## src/rtl/issue_select_sched.sv

```systemverilog
// Collapsing issue queue: entry 0 is oldest, oldest-ready select, one registered issue per cycle.
// Tags wake from writeback broadcasts and, optionally, from last cycle's fired destination.
module issue_select_sched #(
    parameter int IQ_DEPTH  = 8,
    parameter int PREG_W    = 6,
    parameter int PAY_W     = 96,
    parameter int NUM_WB    = 2,
    parameter bit SPEC_WAKE = 1'b1
) (
    input  logic                         clk,
    input  logic                         rst,
    input  logic                         disp_valid,
    output logic                         disp_ready,
    input  logic [PREG_W-1:0]            disp_src1_preg,
    input  logic                         disp_src1_rdy,
    input  logic [PREG_W-1:0]            disp_src2_preg,
    input  logic                         disp_src2_rdy,
    input  logic [PREG_W-1:0]            disp_dst_preg,
    input  logic                         disp_dst_vld,
    input  logic [PAY_W-1:0]             disp_payload,
    input  logic [NUM_WB-1:0]            wb_valid,
    input  logic [NUM_WB*PREG_W-1:0]     wb_preg,
    input  logic                         exec_stall,
    input  logic                         flush,
    output logic                         fire_valid,
    output logic [PREG_W-1:0]            fire_src1_preg,
    output logic [PREG_W-1:0]            fire_src2_preg,
    output logic [PREG_W-1:0]            fire_dst_preg,
    output logic [PAY_W-1:0]             fire_payload,
    output logic [$clog2(IQ_DEPTH):0]    iq_count
);
    localparam int IW = $clog2(IQ_DEPTH);
    localparam int CW = IW + 1;

    logic [PREG_W-1:0] e_src1 [IQ_DEPTH];
    logic [PREG_W-1:0] e_src2 [IQ_DEPTH];
    logic [PREG_W-1:0] e_dst  [IQ_DEPTH];
    logic [PAY_W-1:0]  e_pay  [IQ_DEPTH];
    logic              e_rdy1 [IQ_DEPTH];
    logic              e_rdy2 [IQ_DEPTH];
    logic              e_dvld [IQ_DEPTH];

    logic [PREG_W-1:0] n_src1 [IQ_DEPTH];
    logic [PREG_W-1:0] n_src2 [IQ_DEPTH];
    logic [PREG_W-1:0] n_dst  [IQ_DEPTH];
    logic [PAY_W-1:0]  n_pay  [IQ_DEPTH];
    logic              n_rdy1 [IQ_DEPTH];
    logic              n_rdy2 [IQ_DEPTH];
    logic              n_dvld [IQ_DEPTH];

    logic              w_rdy1 [IQ_DEPTH];
    logic              w_rdy2 [IQ_DEPTH];
    logic              d_rdy1, d_rdy2;

    logic [CW-1:0]     count_q, cnt_after;
    logic              fire_dvld_q;
    logic              spec_v;
    logic              found, issue, accept;
    logic [IW-1:0]     sel;

    // A fired op without a destination must not wake anything.
    assign spec_v = SPEC_WAKE && fire_valid && fire_dvld_q;

    function automatic logic hit(input logic [PREG_W-1:0]        tag,
                                 input logic [NUM_WB-1:0]        v,
                                 input logic [NUM_WB*PREG_W-1:0] p,
                                 input logic                     sv,
                                 input logic [PREG_W-1:0]        sp);
        hit = sv && (sp == tag);
        for (int j = 0; j < NUM_WB; j++)
            if (v[j] && (p[j*PREG_W +: PREG_W] == tag)) hit = 1'b1;
    endfunction

    always_comb begin
        for (int i = 0; i < IQ_DEPTH; i++) begin
            w_rdy1[i] = e_rdy1[i] | hit(e_src1[i], wb_valid, wb_preg, spec_v, fire_dst_preg);
            w_rdy2[i] = e_rdy2[i] | hit(e_src2[i], wb_valid, wb_preg, spec_v, fire_dst_preg);
        end
        d_rdy1 = disp_src1_rdy | hit(disp_src1_preg, wb_valid, wb_preg, spec_v, fire_dst_preg);
        d_rdy2 = disp_src2_rdy | hit(disp_src2_preg, wb_valid, wb_preg, spec_v, fire_dst_preg);
    end

    // Select sees stored readiness only; this cycle's wakeups count next cycle.
    always_comb begin
        found = 1'b0;
        sel   = '0;
        for (int i = 0; i < IQ_DEPTH; i++)
            if (!found && (i < int'(count_q)) && e_rdy1[i] && e_rdy2[i]) begin
                found = 1'b1;
                sel   = IW'(i);
            end
    end

    assign disp_ready = (count_q < CW'(IQ_DEPTH)) & ~flush;
    assign accept     = disp_valid & disp_ready;
    assign issue      = found & ~exec_stall & ~flush;
    assign cnt_after  = count_q - CW'(issue);
    assign iq_count   = count_q;

    always_comb begin
        for (int i = 0; i < IQ_DEPTH; i++) begin
            logic sh;
            int   k;
            sh = issue && (i >= int'(sel)) && (i < IQ_DEPTH-1);
            k  = sh ? i + 1 : i;
            n_src1[i] = e_src1[k];
            n_src2[i] = e_src2[k];
            n_dst[i]  = e_dst[k];
            n_pay[i]  = e_pay[k];
            n_dvld[i] = e_dvld[k];
            n_rdy1[i] = w_rdy1[k];
            n_rdy2[i] = w_rdy2[k];
            if (accept && (i == int'(cnt_after))) begin
                n_src1[i] = disp_src1_preg;
                n_src2[i] = disp_src2_preg;
                n_dst[i]  = disp_dst_preg;
                n_pay[i]  = disp_payload;
                n_dvld[i] = disp_dst_vld;
                n_rdy1[i] = d_rdy1;
                n_rdy2[i] = d_rdy2;
            end
        end
    end

    always_ff @(posedge clk) begin
        if (rst) begin
            count_q        <= '0;
            fire_valid     <= 1'b0;
            fire_dvld_q    <= 1'b0;
            fire_src1_preg <= '0;
            fire_src2_preg <= '0;
            fire_dst_preg  <= '0;
            fire_payload   <= '0;
        end else begin
            fire_valid <= issue;
            if (issue) begin
                fire_src1_preg <= e_src1[sel];
                fire_src2_preg <= e_src2[sel];
                fire_dst_preg  <= e_dst[sel];
                fire_payload   <= e_pay[sel];
                fire_dvld_q    <= e_dvld[sel];
            end
            count_q <= flush ? '0 : cnt_after + CW'(accept);
        end
    end

    // Slots at or above count_q are dead, so the payload array needs no reset.
    always_ff @(posedge clk) begin
        e_src1 <= n_src1;
        e_src2 <= n_src2;
        e_dst  <= n_dst;
        e_pay  <= n_pay;
        e_dvld <= n_dvld;
        e_rdy1 <= n_rdy1;
        e_rdy2 <= n_rdy2;
    end
endmodule

```

## config.mk

```make
export PLATFORM = sky130hd
export DESIGN_NAME = issue_select_sched
export DESIGN_NICKNAME = d
export VERILOG_FILES = /design/src/rtl/issue_select_sched.sv
export SDC_FILE = /design/constraint.sdc
export NUM_CORES = 2
export LEC_CHECK = 0
export CAP_MARGIN = 30
export CORE_MARGIN = 2
export CORE_UTILIZATION = 25
export DETAILED_ROUTE_END_ITERATION = 6
export GPL_ROUTABILITY_DRIVEN = 0
export GPL_TIMING_DRIVEN = 0
export PLACE_DENSITY = 0.44
export SLEW_MARGIN = 30
export SYNTH_ARGS = -nofsm -noshare
export SYNTH_HDL_FRONTEND = slang
export SYNTH_SLANG_ARGS = --single-unit
```

## constraint.sdc

```tcl
create_clock -name clk -period 14.8 [get_ports clk]
set_clock_uncertainty 0.15 [all_clocks]
set_input_delay 2.96 -clock clk [delete_from_list [all_inputs] [get_ports clk]]
set_output_delay 2.96 -clock clk [all_outputs]
set_load 0.01 [all_outputs]
```

=== Word-level counts from Yosys, hierarchy flattened ===
Index checks and enable logic that the tools add are counted.

* Bits in registers: 1056
* Input bits: 136
* Output and inout port bits: 120
* Word-level logic and storage cells: 555

* $add $sub $neg: 2
* Magnitude comparators: 24
* Equal/unequal tests: 61
* Mux-type cells: 271
* Bitwise logic cells: 32
* Reduce and logical (&&, ||, !) cells: 102

{| class="wikitable"
|+ Operators with widths
! operator !! count
|-
| binary-select mux 96 bit (select 3 bit) || 8
|-
| 2-to-1 mux 96 bit || 23
|-
| binary-select mux 6 bit (select 3 bit) || 24
|-
| 2-to-1 mux 6 bit || 69
|-
| equality test 6 bit || 54
|-
| >= comparator 32 x 4 -> 1 bit (second input constant) || 7
|-
| NOT 3 -> 32 bit || 4
|-
| 2-to-1 mux 1 bit || 116
|-
| logical AND 1 bit || 93
|-
| binary-select mux 1 bit (select 3 bit) || 22
|-
| NOT 2 -> 32 bit || 2
|-
| NOT 1 -> 32 bit || 1
|-
| 2-to-1 mux 3 bit || 7
|-
| bitwise OR 1 bit || 18
|-
| equality test 4 bit (first input constant) || 4
|-
| < comparator 3 x 4 -> 1 bit (first input constant) || 4
|-
| >= comparator 3 bit (first input constant) || 3
|-
| equality test 3 x 4 -> 1 bit (first input constant) || 2
|-
| < comparator 1 x 4 -> 1 bit (first input constant) || 2
|-
| < comparator 2 x 4 -> 1 bit (first input constant) || 2
|-
| logical NOT 1 bit || 7
|-
| >= comparator 1 x 3 -> 1 bit (first input constant) || 2
|-
| >= comparator 2 x 3 -> 1 bit (first input constant) || 2
|-
| adder 4 x 1 -> 4 bit || 1
|-
| other kinds (10) || 15
|}

=== Logic depth before layout (Yosys ltp) ===
* Depth after elaboration: 48
* Depth in mapped cells: 17
* Depth with buffers taken out: 13

=== Least setup slack after synthesis ===
OpenSTA, ideal clock, no wires.

* Path kind: input port to flip-flop
* Start: in exec_stall
* End: reg e_dst[36] in the netlist's numbering, enable pin
* Library setup time: 0.748 ns
* Data arrival time: 11.506 ns
* Data required time: 13.902 ns
* Path slack: 2.397 ns
* Cell stages on the path: 3
* Buffers on the path: 1
* Cell sequence: or2_2 -> clkbuf_1 -> o21ai_0

* Longest elaborated chain between the ends: 10
* Elaborated cells between the ends (all ways): 13
* Those cells by class: add/sub: 1; eq/ne: 1; mux: 5; bitwise: 4; reduce/logical: 2

{| class="wikitable"
|+ Ends and longest elaborated chain
! item !! RTL line !! text
|-
| start, declared || 23 || <nowiki>input logic exec_stall,</nowiki>
|-
| NOT 1 bit * || 96 || <nowiki>assign issue = found & ~exec_stall & ~flush;</nowiki>
|-
| bitwise AND 1 bit * (2 in a row) || 96 ||
|-
| logical AND 1 bit || 104 || <nowiki>sh = issue && (i >= int'(sel)) && (i < IQ_DEPTH-1);</nowiki>
|-
| 2-to-1 mux 2 bit || 105 || <nowiki>k = sh ? i + 1 : i;</nowiki>
|-
| NOT 2 -> 32 bit (implied by the code) || 108 || <nowiki>n_dst[i] = e_dst[k];</nowiki>
|-
| binary-select mux 6 bit (select 3 bit) || 108 ||
|-
| 2-to-1 mux 6 bit (implied by the code) (2 in a row) || 108 ||
|-
| 2-to-1 mux 6 bit * || 113 || <nowiki>if (accept && (i == int'(cnt_after))) begin</nowiki>
|-
| end signal, assigned || 151 || <nowiki>e_dst <= n_dst;</nowiki>
|-
| end, declared || 37 || <nowiki>logic [PREG_W-1:0] e_dst [IQ_DEPTH];</nowiki>
|}

Every way passes the cells marked *; elsewhere a longest branch is shown, timed or not. The select of a mux whose other input is x is not followed.
A chain may end at the register's enable or synchronous reset.

=== Final worst setup path ===
* Start: in flush
* End: reg e_pay[359] in the netlist's numbering, enable pin

* Longest elaborated chain between the ends: 9
* Elaborated cells between the ends (all ways): 14
* Those cells by class: add/sub: 1; eq/ne: 1; mux: 5; bitwise: 5; reduce/logical: 2

{| class="wikitable"
|+ Ends and longest elaborated chain
! item !! RTL line !! text
|-
| start, declared || 24 || <nowiki>input logic flush,</nowiki>
|-
| NOT 1 bit * || 96 ||
|-
| bitwise AND 1 bit * || 96 ||
|-
| named net issue || 58 || <nowiki>logic found, issue, accept;</nowiki>
|-
| logical AND 1 bit || 104 ||
|-
| 2-to-1 mux 1 bit || 105 ||
|-
| NOT 3 -> 32 bit (implied by the code) || 109 || <nowiki>n_pay[i] = e_pay[k];</nowiki>
|-
| binary-select mux 96 bit (select 3 bit) || 109 ||
|-
| 2-to-1 mux 96 bit (implied by the code) (2 in a row) || 109 ||
|-
| 2-to-1 mux 96 bit * || 113 ||
|-
| end signal, assigned || 152 || <nowiki>e_pay <= n_pay;</nowiki>
|-
| end, declared || 38 || <nowiki>logic [PAY_W-1:0] e_pay [IQ_DEPTH];</nowiki>
|}

The timed path passes the listed nets; every way through them passes the cells marked *. The select of a mux whose other input is x is not followed.

==> metrics.md <==
| Metric | Value |
|---|---|
| Hold WC Path Type | `register to register` |
| Initial antenna violation count | `38` |
| CP endpoint kind | `register` |
| Critical Path, Cell by Cell | `clkdlybuf4s50_1 -> or2_2 -> clkbuf_1 -> a21oi_1 -> ha_1 -> ha_1 -> inv_1 -> nor3_1 -> a21oi_1 -> o22ai_1 -> nor2b_1 -> clkbuf_2 -> clkbuf_1 -> or2_4 -> buf_16 -> buf_16` |
| Worst-path clk slew | `0.06 ns` |
| Worst Setup Start Kind | `input port` |
| Clk buf depth | `3` |
| CTS root buffer | `clkbuf_16` |
| Die area | `218300 um^2` |
| I/O pins | `256` |
| Worst path arrival time | `8.61 ns` |
| CTS Hold Bufs | `0` |
| Port bufs | `240` |
| Cts bufs inserted | `118` |
| Min Tclk post-route | `8.335 ns` |
| GRT overflow | `0` |
| Synth Cell Area | `53650 um^2` |
| Die Span Y | `467.2 um` |
| Hold Path Stages | `2` |
| Post-Synth XOR/XNOR Area | `5.355%` |
| Share of the synthesized area in the top cell type | `51.50%` |
| Flop2flop setup slack | `8.54 ns` |
| Simple-gate share of the synthesized area | `7.927%` |
| Unique cell type count in the Yosys netlist | `57` |
| Yosys warns | `0` |
| Avg WL per Cell | `28.51 um` |
| Num Clock Sinks | `1056` |
| Post-synthesis async set-or-reset flop share | `0%` |
| Slew margin rel. | `30.04%` |
| Die W | `467.2 um` |
| Final WS setup | `6.465 ns` |
| Final hold violation count | `0` |
| Max-slew violation count | `0` |
| Fillers | `21.85k` |
| Overall power | `6.650 mW` |
| Pleak | `23.27 nW` |
| Critical Setup Path Class | `input port to register` |
| Cell Area, Placed | `60620 um^2` |
| Slew @ Worst Pin | `1.049 ns` |
| Hold EP | `fire_payload[88]$_SDFFE_PP0P_` |
| Site Rows | `170` |
| Largest net degree at the start of global routing | `53` |
| Via-to-Cell Ratio | `4.943` |
| Max Freq | `120.0 MHz` |
| Most frequent cells in the layout | `920 x edfxtp_1, 542 x mux2_2, 508 x nand2_1` |
| CP Buf/Inv Count | `7` |
| CTS tree | `yes` |
| Post-synth EDFFs | `920` |
| Crit Path Max Fanout | `30` |
| Synth top area cells | `edfxtp_1 51%, mux2_2 11%, mux2i_1 7.6%, dfxtp_1 5.1%, nand2_1 3.6%` |
| Critical Path Start | `flush` |
| Final nets | `4661` |
| Number of setup buffers added after CTS | `0` |
| Largest family of logic cells by synthesized area | `multiplexers` |
| Compound-Gate Fraction of Synth Area | `6.393%` |
| Design Area, Final | `64460 um^2` |
| Via Count | `36.95k` |
| Post-place setup slack | `5.820 ns` |
| Initial Util | `25.07%` |
| Core area | `214000 um^2` |
| Status | `finished clean` |
| CTS HTree Levels | `3` |
| Vias in the first global route | `37.53k` |
| Most used flip-flop cell after synthesis | `edfxtp_1` |
| Register area share after synthesis | `56.57%` |
| Final setup fails | `0` |
| 1st-iter DRT viols | `3086` |
| Max Cap Viol | `0` |
| HPWL after DPL | `148300 um` |
| Cells after Synth | `4121` |
| Total track usage | `19.03%` |
| Worst R2R Start | `iq_count[3]$_SDFF_PP0_` |
| Dominant cell type by area after synthesis | `edfxtp_1` |
| Worst-skew pair later-pin latency | `0.79 ns` |
| RSZ-0062 raised after global routing | `no` |
| Syn_area_per_cell | `13.02 um^2` |
| Syn Nets | `4261` |
| DR DRC count | `0` |
| Final period util | `56.32%` |
| Cts repair resizes | `0` |
| P per Cell Area | `103.2 nW/um^2` |
| Reg-to-reg endpoint | `e_pay[359]$_DFFE_PP_` |
| Drt pass-1 iters | `7` |
| Hold Crit Start | `fire_payload[88]$_SDFFE_PP0P_` |
| Worst vdd ir | `99.35 uV` |
| Post-Synth Adder-Cell Area | `0.09329%` |
| Synth Register Bits | `1056` |
| Total wire length | `213100 um` |
| Commonest non-fill, non-tap cell in the layout | `edfxtp_1` |
| CP max-delay cell | `clkdlybuf4s50_1` |
| First-pass GRT wire length | `296800 um` |
| Reg2reg path depth | `17` |
| Antenna-violating nets left | `0` |
| Worst path max stage delay | `0.63 ns` |
| Layout cells sized above 1 | `19.94%` |
| CP delay by family, top | `buffers and inverters` |
| Post-synthesis mux area share | `20.65%` |
| Layout area overhead | `20.16%` |
| Worst Path Required | `15.08 ns` |
[cell families after synthesis]
family                   count (synthesis)
buffers and inverters                  366
multiplexers                          1029
AO/OA/AOI/OAI                          399
flip-flops                            1056
XOR/XNOR                               328
adder cells (fa/ha/maj)                  4
AND/OR/NAND/NOR                        939
[report_power, final]
| part | leakage [nW] | internal [mW] | switching [mW] | total [mW] |
|---|---|---|---|---|
| combinational | 11.7 | 0.147 | 0.238 | 0.384 |
| sequential | 9.76 | 3.26 | 0.0429 | 3.30 |
| clock | 1.85 | 1.66 | 1.31 | 2.97 |
[layout make-up]
type	count	area, um^2	area share [%]
flip-flops and latches	1056	30350	47.08
well taps	2838	3551	5.508
repair buffers	280	3337	5.176
clock buffers	160	3211	4.980
multi-input cells	2699	21740	33.73
inverters	8	37.54	0.05823
plain buffers	358	1632	2.531
diodes	13	32.53	0.05046
clock inverters	63	570.5	0.8851
[metrics by stage]
step           hold WS [ns]  std cells  util, %  TNS (ns)
4_1_cts              0.3413       7460    30.10         0
5_1_grt              0.3519       7470    30.12         0
3_5_place_dp         0.3205       7237    28.33         0
6_report             0.3371       7475    30.13         0
3_3_place_gp         0.3206       7199    27.85  -1056.53
2_1_floorplan        0.3527       4121        -         0
[synthesized netlist by cell type, types with 5 or more instances]
master / count
clkbuf_1: 211
nand3_1: 238
and2_1: 7
mux2_2: 542
nor4_1: 67
buf_2: 62
nor2_1: 23
nand4_1: 55
a21oi_1: 19
mux2i_1: 408
o221ai_2: 21
buf_1: 54
mux2_1: 79
nor3_1: 9
a2bb2oi_1: 67
a211oi_1: 6
o221ai_1: 90
a22o_1: 115
edfxtp_1: 920
or4_1: 7
nand2_1: 511
buf_4: 18
xnor2_1: 164
nand2b_1: 5
xor2_1: 164
a22oi_1: 44
buf_6: 13
inv_1: 8
dfxtp_1: 136
o21ai_0: 15
[how the worst max path moves through the flow]
stage | endpoint | slack (ns) | depth (start not counted)
CTS | e_pay[359]$_DFFE_PP_ | 6.61 | 16
global route | e_pay[358]$_DFFE_PP_ | 6.32 | 16
finish | e_pay[359]$_DFFE_PP_ | 6.47 | 16
floorplan | e_dst[36]$_DFFE_PP_ | 2.40 | 3
detailed placement | e_pay[347]$_DFFE_PP_ | 5.82 | 16
global placement | e_pay[637]$_DFFE_PP_ | -9.21 | 4
[metal layers]
metal  track usage [%]  vias up  part of all wire (%)
met3             3.361      303                   5.9
met5                 0        -                 0.070
met1             24.85    18990                    43
met2             31.22     1177                    47
met4             7.366       24                   3.5
li1                  -    16460                     -
[tightest hold or removal path, stage by stage, from the launching register on]
cell	delay (ns)
dfxtp_1	0.33
a2bb2oi_1	0.08
o221ai_2	0.05
[state kept, by name, summed over array words and instances, names as in the netlist]
name / cells
e_dvld: 8
e_src2: 48
fire_src2_preg: 6
fire_dst_preg: 6
fire_src1_preg: 6
e_rdy2: 8
e_dst: 48
e_rdy1: 8
fire_payload: 96
e_src1: 48
fire_valid: 1
e_pay: 768
iq_count: 4
fire_dvld_q: 1
Note: power is estimated with default switching activity, not from simulation.
